## config.mk

```make
export PLATFORM = sky130hd
export DESIGN_NAME = breadboard_sweep_ctrl_flat
export DESIGN_NICKNAME = d
export VERILOG_FILES = /design/src/rtl/breadboard_sweep_ctrl_if.sv /design/src/rtl/breadboard_sweep_ctrl.sv /design/src/flat_wrapper.sv
export SDC_FILE = /design/constraint.sdc
export NUM_CORES = 1
export LEC_CHECK = 0
export ABC_AREA = 1
export ABC_CLOCK_PERIOD_IN_PS = 1900
export CAP_MARGIN = 20
export CORE_ASPECT_RATIO = 0.5
export CORE_UTILIZATION = 47
export DETAILED_ROUTE_END_ITERATION = 6
export PLACE_DENSITY = 0.73
export SYNTH_ARGS = -nofsm -noshare
export SYNTH_HDL_FRONTEND = slang
export SYNTH_SLANG_ARGS = --single-unit
```

## constraint.sdc

```tcl
create_clock -name clk -period 1.9 [get_ports clk]
set_input_delay 0.38 -clock clk [delete_from_list [all_inputs] [get_ports clk]]
set_output_delay 0.38 -clock clk [all_outputs]
set_load 0.01 [all_outputs]
```

## src/rtl/breadboard_sweep_ctrl_if.sv

```systemverilog
// Host/breadboard bundle for the sweep controller: sweep control, breadboard drive/sense, result readback.
interface breadboard_sweep_ctrl_if;
  logic       start;
  logic       abort;
  logic       busy;
  logic       done;
  logic [3:0] idx;
  logic       w;
  logic       x;
  logic       y;
  logic       z;
  logic       f4;
  logic       f5;
  logic       f6;
  logic [3:0] rd_addr;
  logic [2:0] rd_data;
  logic       rd_valid;
  logic [4:0] mismatch_cnt;
  logic       fail_valid;
  logic [3:0] first_fail;

  modport slave (
    input  start, abort, f4, f5, f6, rd_addr,
    output busy, done, idx, w, x, y, z, rd_data, rd_valid,
           mismatch_cnt, fail_valid, first_fail
  );

  modport master (
    output start, abort, f4, f5, f6, rd_addr,
    input  busy, done, idx, w, x, y, z, rd_data, rd_valid,
           mismatch_cnt, fail_valid, first_fail
  );
endinterface

```

## src/rtl/breadboard_sweep_ctrl.sv

```systemverilog
// Steps the breadboard through a code range, captures f4/f5/f6 per code and optionally scores them.
// Optional golden compare: define BREADBOARD_SWEEP_GOLDEN_CHECK_EN.
module breadboard_sweep_ctrl #(
  parameter int unsigned SETTLE_CYCLES = 4,
  parameter int unsigned START_CODE    = 0,
  parameter int unsigned END_CODE      = 15
) (
  input logic                    clk,
  input logic                    rst_n,
  breadboard_sweep_ctrl_if.slave bus
);

  localparam int unsigned CODE_W = 4;
  localparam int unsigned CNT_W  = 5;
  localparam int unsigned DATA_W = 3;
  localparam int unsigned DEPTH  = 16;

  localparam logic [CODE_W-1:0] START_L  = CODE_W'(START_CODE);
  localparam logic [CODE_W-1:0] END_L    = CODE_W'(END_CODE);
  localparam logic [CODE_W-1:0] SETTLE_L = CODE_W'(SETTLE_CYCLES);

  localparam logic [2:0] ST_IDLE   = 3'd0;
  localparam logic [2:0] ST_DRIVE  = 3'd1;
  localparam logic [2:0] ST_SETTLE = 3'd2;
  localparam logic [2:0] ST_SAMPLE = 3'd3;
  localparam logic [2:0] ST_DONE   = 3'd4;

  logic [2:0]                    state_q, state_d;
  logic [CODE_W-1:0]             idx_q, idx_d;
  logic [CODE_W-1:0]             drv_q, drv_d;
  logic [CODE_W-1:0]             settle_q, settle_d;
  logic                          busy_q, busy_d;
  logic                          done_q, done_d;
  logic [DEPTH-1:0]              valid_q, valid_d;
  logic [DEPTH-1:0][DATA_W-1:0]  tbl_q, tbl_d;
  logic [CNT_W-1:0]              cnt_q, cnt_d;
  logic                          fv_q, fv_d;
  logic [CODE_W-1:0]             ff_q, ff_d;
  logic [DATA_W-1:0]             sample_c;

  assign sample_c = {bus.f6, bus.f5, bus.f4};

`ifdef BREADBOARD_SWEEP_GOLDEN_CHECK_EN
  // Expected {f6,f5,f4} of a healthy breadboard for code {w,x,y,z}.
  function automatic logic [DATA_W-1:0] golden(input logic [CODE_W-1:0] c);
    logic w, x, y, z, f4, f5, f6;
    {w, x, y, z} = c;
    f4 = y & z;
    f5 = (~y & ~z) | (~w & ~x);
    f6 = (~w & ~x & z) | (~w & ~x & y) | (x & ~y & z) | (w & ~x & ~y & ~z);
    return {f6, f5, f4};
  endfunction
`endif

  // Next-state and datapath; abort freezes everything except the state.
  always_comb begin
    state_d  = state_q;
    idx_d    = idx_q;
    drv_d    = drv_q;
    settle_d = settle_q;
    valid_d  = valid_q;
    tbl_d    = tbl_q;
    cnt_d    = cnt_q;
    fv_d     = fv_q;
    ff_d     = ff_q;

    if (bus.abort && (state_q != ST_IDLE)) begin
      state_d = ST_IDLE;
    end else begin
      case (state_q)
        ST_IDLE: begin
          if (bus.start) begin
            idx_d   = START_L;
            valid_d = '0;
            cnt_d   = '0;
            fv_d    = 1'b0;
            ff_d    = '0;
            state_d = ST_DRIVE;
          end
        end
        ST_DRIVE: begin
          drv_d    = idx_q;
          settle_d = SETTLE_L;
          state_d  = (SETTLE_CYCLES > 0) ? ST_SETTLE : ST_SAMPLE;
        end
        ST_SETTLE: begin
          settle_d = settle_q - CODE_W'(1);
          if (settle_q == CODE_W'(1)) state_d = ST_SAMPLE;
        end
        ST_SAMPLE: begin
          tbl_d[idx_q]   = sample_c;
          valid_d[idx_q] = 1'b1;
`ifdef BREADBOARD_SWEEP_GOLDEN_CHECK_EN
          if (sample_c != golden(idx_q)) begin
            cnt_d = cnt_q + CNT_W'(1);
            if (!fv_q) begin
              fv_d = 1'b1;
              ff_d = idx_q;
            end
          end
`endif
          if (idx_q == END_L) begin
            state_d = ST_DONE;
          end else begin
            idx_d   = idx_q + CODE_W'(1);
            state_d = ST_DRIVE;
          end
        end
        ST_DONE: state_d = ST_IDLE;
        default: state_d = ST_IDLE;
      endcase
    end

    busy_d = (state_d != ST_IDLE);
    done_d = (state_d == ST_DONE);
  end

  always_ff @(posedge clk or negedge rst_n) begin
    if (!rst_n) begin
      state_q  <= ST_IDLE;
      idx_q    <= '0;
      drv_q    <= '0;
      settle_q <= '0;
      busy_q   <= 1'b0;
      done_q   <= 1'b0;
      valid_q  <= '0;
      tbl_q    <= '0;
      cnt_q    <= '0;
      fv_q     <= 1'b0;
      ff_q     <= '0;
    end else begin
      state_q  <= state_d;
      idx_q    <= idx_d;
      drv_q    <= drv_d;
      settle_q <= settle_d;
      busy_q   <= busy_d;
      done_q   <= done_d;
      valid_q  <= valid_d;
      tbl_q    <= tbl_d;
      cnt_q    <= cnt_d;
      fv_q     <= fv_d;
      ff_q     <= ff_d;
    end
  end

  assign {bus.w, bus.x, bus.y, bus.z} = drv_q;
  assign bus.idx          = idx_q;
  assign bus.busy         = busy_q;
  assign bus.done         = done_q;
  assign bus.rd_data      = tbl_q[bus.rd_addr];
  assign bus.rd_valid     = valid_q[bus.rd_addr];
  assign bus.mismatch_cnt = cnt_q;
  assign bus.fail_valid   = fv_q;
  assign bus.first_fail   = ff_q;

endmodule
```

## src/flat_wrapper.sv

```systemverilog
// flat-port wrapper written by rule: the top's interface ports become plain ports
module breadboard_sweep_ctrl_flat 
#(
  parameter int unsigned SETTLE_CYCLES = 4,
  parameter int unsigned START_CODE    = 0,
  parameter int unsigned END_CODE      = 15
)
  (clk, rst_n, bus_start, bus_abort, bus_f4, bus_f5, bus_f6, bus_rd_addr, bus_busy, bus_done, bus_idx, bus_w, bus_x, bus_y, bus_z, bus_rd_data, bus_rd_valid, bus_mismatch_cnt, bus_fail_valid, bus_first_fail);
  breadboard_sweep_ctrl_if bus_i ();
  input logic clk;
  input logic rst_n;
  input wire logic [$bits(bus_i.start)-1:0] bus_start;
  input wire logic [$bits(bus_i.abort)-1:0] bus_abort;
  input wire logic [$bits(bus_i.f4)-1:0] bus_f4;
  input wire logic [$bits(bus_i.f5)-1:0] bus_f5;
  input wire logic [$bits(bus_i.f6)-1:0] bus_f6;
  input wire logic [$bits(bus_i.rd_addr)-1:0] bus_rd_addr;
  output wire logic [$bits(bus_i.busy)-1:0] bus_busy;
  output wire logic [$bits(bus_i.done)-1:0] bus_done;
  output wire logic [$bits(bus_i.idx)-1:0] bus_idx;
  output wire logic [$bits(bus_i.w)-1:0] bus_w;
  output wire logic [$bits(bus_i.x)-1:0] bus_x;
  output wire logic [$bits(bus_i.y)-1:0] bus_y;
  output wire logic [$bits(bus_i.z)-1:0] bus_z;
  output wire logic [$bits(bus_i.rd_data)-1:0] bus_rd_data;
  output wire logic [$bits(bus_i.rd_valid)-1:0] bus_rd_valid;
  output wire logic [$bits(bus_i.mismatch_cnt)-1:0] bus_mismatch_cnt;
  output wire logic [$bits(bus_i.fail_valid)-1:0] bus_fail_valid;
  output wire logic [$bits(bus_i.first_fail)-1:0] bus_first_fail;
  assign bus_i.start = bus_start;
  assign bus_i.abort = bus_abort;
  assign bus_i.f4 = bus_f4;
  assign bus_i.f5 = bus_f5;
  assign bus_i.f6 = bus_f6;
  assign bus_i.rd_addr = bus_rd_addr;
  assign bus_busy = bus_i.busy;
  assign bus_done = bus_i.done;
  assign bus_idx = bus_i.idx;
  assign bus_w = bus_i.w;
  assign bus_x = bus_i.x;
  assign bus_y = bus_i.y;
  assign bus_z = bus_i.z;
  assign bus_rd_data = bus_i.rd_data;
  assign bus_rd_valid = bus_i.rd_valid;
  assign bus_mismatch_cnt = bus_i.mismatch_cnt;
  assign bus_fail_valid = bus_i.fail_valid;
  assign bus_first_fail = bus_i.first_fail;
  breadboard_sweep_ctrl #(.SETTLE_CYCLES(SETTLE_CYCLES), .START_CODE(START_CODE), .END_CODE(END_CODE)) u_core (.clk(clk), .rst_n(rst_n), .bus(bus_i));
endmodule
```

Word-level counts from Yosys, hierarchy flattened

Index checks and enable logic that the tools add are counted.

Memory bits (writable): 0
Logic and storage cells: 70
Memories: 0
Latch bits: 0
Flip-flop bits (word level): 81
Output and inout port bits: 24
Input bits: 11
Bits in read-only memories: 0

Reduce and logical (&&, ||, !) cells: 12
Muxes and demuxes: 20
$mul: 0
Shift-type cells: 0
Add/sub/neg operators: 2
Equal/unequal tests: 8
Bitwise gates (word level): 2
Divide/modulo/power cells: 0
Magnitude comparators: 3

Operators by type and width:

| operator                                             | number |
|---|---|
| bitwise mux 48 bit                                   | 1 |
| case mux 16 bit (2 select lines)                     | 1 |
| two-way mux 3 bit                                    | 6 |
| two-way mux 16 bit                                   | 1 |
| bitwise OR 16 bit                                    | 1 |
| case mux 4 bit (2 select lines)                      | 2 |
| binary-select mux 3 bit (select 4 bit)               | 1 |
| demux 3 bit (select 4 bit)                           | 1 |
| case mux 3 bit (4 select lines)                      | 1 |
| < comparator 4 x 5 -> 1 bit (second input constant)  | 2 |
| two-way mux 4 bit                                    | 2 |
| equality test 3 x 2 -> 1 bit (second input constant) | 2 |
| AND reduction 2 bit                                  | 3 |
| nonzero test 3 bit                                   | 2 |
| adder 4 x 1 -> 4 bit (second input constant)         | 1 |
| binary-select mux 1 bit (select 4 bit)               | 1 |
| demux 1 bit (select 4 bit)                           | 1 |
| equality test 4 x 1 -> 1 bit (second input constant) | 1 |
| equality test 4 bit (second input constant)          | 1 |
| >= comparator 4 x 1 -> 1 bit (second input constant) | 1 |
| != test 2 bit (second input constant)                | 2 |
| AND reduction 4 bit                                  | 1 |
| nonzero test 2 bit                                   | 2 |
| subtractor 4 x 1 -> 4 bit (second input constant)    | 1 |
| 7 further kinds                                      | 9 |

Logic depth before layout (Yosys ltp)

Word-level depth: 6
Mapped depth: 9
Gate-level depth less buffers: 8

Least setup slack after synthesis

No wires, ideal clock.

Path type: input -> output
Start: in bus_rd_addr[1]
End: out bus_rd_data[1]
Cell stages on the path: 7
Required time: 1.520 ns
Buffers on the path: 2
Path slack: 0.347 ns
Data arrival time: 1.173 ns
Cell sequence: buf_2 -> inv_1 -> buf_2 -> nand3_1 -> nand3_1 -> nand3_1 -> nand2_1

Cells in the longest elaborated chain, start to end: 2

RTL lines:

| item                                    | line                         | source |
|---|---|---|
| start: declaration                      | flat_wrapper.sv:17           | `input wire logic [$bits(bus_i.rd_addr)-1:0] bus_rd_addr;` |
| binary-select mux 3 bit (select 4 bit)  | breadboard_sweep_ctrl.sv:150 | `assign bus.rd_data = tbl_q[bus.rd_addr];` |
| two-way mux 3 bit (implied by the code) | breadboard_sweep_ctrl.sv:150 |  |
| end: declaration                        | flat_wrapper.sv:25           | `output wire logic [$bits(bus_i.rd_data)-1:0] bus_rd_data;` |

No other way between the ends. The select of a mux whose other input is x is not followed.

Worst setup path after layout

Start: in bus_rd_addr[1]
End: out bus_rd_data[0]

The elaborated chain is that of the path after synthesis.

==> flow_metrics.py <==
metrics = {
    "outcome": {
        "outcome": "finished clean",
    },
    "pwr": {
        "p_per_area_nw_per_um2": 924,
        "ir_worst_vdd_mv": 0.713,
        "leakage_nw": 2.58,
    },
    "timing": {
        "fin_crit_sh_pct": 96.4,
        "whs_ps": 454,
        "timing.fmax_mhz": 546,
        "hold_viol": 0,
        "finalSetupViolCount": 0,
        "clock_skew_ps": 6.15,
        "slew_viol_final": 0,
        "fin_crit_ps": 1830,
        "fin_setup_tns_ps": 0,
        "rsz0062_at_grt": "no",
    },
    "floorplanning": {
        "boundaryPins": 35,
        "die_y_um": 69.0,
        "dieArea_um2": 9370,
        "rows": 23,
        "die-width_um": 136,
        "floorplan.initialDensity_pct": 50.5,
        "coreArea_um2": 8350,
    },
    "clocking": {
        "cts_buffers": 9,
        "cts_root_buffer": "clkbuf_16",
        "cts.sinks": 81,
        "cts_buffer_depth": 2,
        "cts_tree": "done",
        "clk_pin_slew_ps": 60,
        "clock_latency_ps": 340,
        "ctsHtreeMaxLevel": 3,
    },
    "worst_setup_path": {
        "crit_required_ps": 1520,
        "worstSetupStartpoint": "bus_rd_addr[1]",
        "ff2ff_path_depth": 6,
        "cp-end-kind": "output pin",
        "critPathCapture": "bus_rd_data[0]",
        "crit_fanout": 16,
        "crit_type": "in2out",
        "reg2reg_slack_ps": 340,
        "r2r-end": "u_core.tbl_q[5]",
        "critPathLaunchType": "primary input",
        "crit_arrival_ps": 1450,
        "r2r_start": "u_core.state_q[2]",
    },
    "routing": {
        "drc": 0,
        "drtAntennaViolNets": 0,
        "drtIter0Drc": 282,
        "via_per_inst": 5.04,
        "wl_per_cell_um": 14.4,
        "drt_wl_total_um": 10000,
        "vias": 3515,
        "dr.pass1.iters": 7,
    },
    "finish": {
        "nets": 598,
        "layout_common_cells": "nand2_1 (167), inv_1 (82), dfrtp_1 (81), nand3_1 (58), o21ai_0 (29)",
        "drive_gt1_share_pct": 13.0,
        "diodes": 0,
        "syn2layout_area_growth_pct": 20.7,
        "layout_commonest_cell": "nand2_1",
    },
    "synthesis": {
        "synth_simple_gate_area_share_pct": 28.0,
        "synth_compound_area_share_pct": 10.2,
        "synthTopCellsByArea": "dfrtp_1 (48%), nand2_1 (15%), inv_1 (7.6%)",
        "synthCells": 540,
        "yosys_warnings": 0,
        "synth_top_family_by_area": "simple AND/OR/NAND/NOR gates",
        "syn_area_um2": 4220,
        "muxShareOfSynthArea_pct": 0,
        "synth_fa_ha_area_share_pct": 1.78,
        "synthXorXnorAreaFrac_pct": 0.208,
        "synth_cell_types": 25,
        "seq_area_frac_synth_pct": 48.1,
        "synth_top_area_share_pct": 48.1,
        "ys_seq_elements": 81,
        "syn_avg_cell_area_um2": 7.81,
        "synth_top_cell_by_area": "dfrtp_1",
    },
    "grt": {
        "busiest_layer": "met2",
        "grt_antenna_before_repair": 0,
        "grt_util_met1_pct": 32.0,
        "grt-ovfl-total": 0,
        "globalRouteTotalUtil_pct": 24.1,
        "grt_util_met2_pct": 39.3,
        "grt_pass1_wl_um": 16500,
        "grt_util_met3_pct": 6.65,
        "grt_max_degree": 42,
        "grt_pass1_vias": 3327,
    },
    "placement": {
        "gp_congestion": 0.845,
        "port_buffers": 24,
        "dp_hpwl_um": 6670,
    },
    "job": {
        "maxCapViolations": 0,
    },
    "hold_path": {
        "hp-class": "in2async",
    },
}
[synth_stat cells, drive strengths merged]
cell,count
a21oi,16
clkbuf,8
nand3,60
nand4,4
buf,19
ha,6
o21ai,59
nand2,176
inv,85
dfrtp,81
conb,1
nor3,1
nand3b,1
nor2,22
xor2,1
[metrics by stage]
step	cells	instance area, um2	utilization [%]	setup slack (ps)	total power, mW
2_1_floorplan	549	4250	-	347	2.58
3_3_place_gp	678	4700	56.3	-560	2.93
3_5_place_dp	678	4700	56.3	-555	2.95
4_1_cts	698	5080	60.9	46.5	4.72
5_1_grt	698	5090	61.0	6.55	4.94
6_report	698	5090	61.0	68.2	4.70
[flip-flops by register name (all words and copies together) (netlist names)]
signal	count
u_core.bus.busy	1
u_core.bus.done	1
u_core.bus.idx	4
u_core.drv_q	4
u_core.settle_q	4
u_core.state_q	3
u_core.tbl_q	48
u_core.valid_q	16
[area by class of cell]
type	count	area, um2
multi-input combinational	356	1740
tap	112	140
clock buffer	11	243
inverter	85	324
fill	755	3260
clock inverter	5	55.1
timing repair buffer	48	559
sequential	81	2030
[worst max-delay path, stage by stage]
cell	delay [ps]
dlygate4sd2_1	280
inv_2	80
buf_12	140
nand3_1	90
nand3_1	100
nand3_1	90
nand2_1	80
clkdlybuf4s15_2	220
[power breakdown]
part | switching [mW] | total (mW) | internal, mW
Sequential | 0.101 | 1.97 | 1.87
Clock | 0.694 | 1.74 | 1.05
Combinational | 0.608 | 0.989 | 0.381
[cells by family (layout without fill, tap and decap cells)]
kind of cell / Yosys count / after routing
other cells: 1 / 10
flops: 81 / 81
buf+inv: 112 / 149
fa+ha+maj: 6 / 6
simple gates: 264 / 264
xor+xnor: 1 / 1
compound gates: 75 / 75
[per-layer routing]
metal | routed length (um) | vias up
met1 | 4700 | 1656
li1 | - | 1748
met5 | 0 | -
met2 | 4620 | 103
met3 | 609 | 8
met4 | 93 | 0
[timing repair]
action / in CTS / in global routing
cloned: 2 / 0
hold buffers: 1 / 0
setup endpoints to repair: 4 / 2
hold endpoints to repair: 17 / 0
resized for setup: 28 / 4
buffers inserted: 1 / 0
[how the worst min path moves through the flow]
| stage | start | end | slack (ps) | depth (start not counted) |
|---|---|---|---|---|
| floorplan | rst_n | u_core.bus.busy | 80 | 0 |
| global placement | rst_n | u_core.settle_q[1] | 270 | 1 |
| global route | rst_n | u_core.bus.done | 480 | 2 |
| detailed placement | rst_n | u_core.bus.done | 280 | 1 |
| finish | rst_n | u_core.state_q[2] | 450 | 2 |
| CTS | rst_n | u_core.bus.idx[2] | 450 | 2 |
Note: power is estimated with default switching activity, not from simulation.
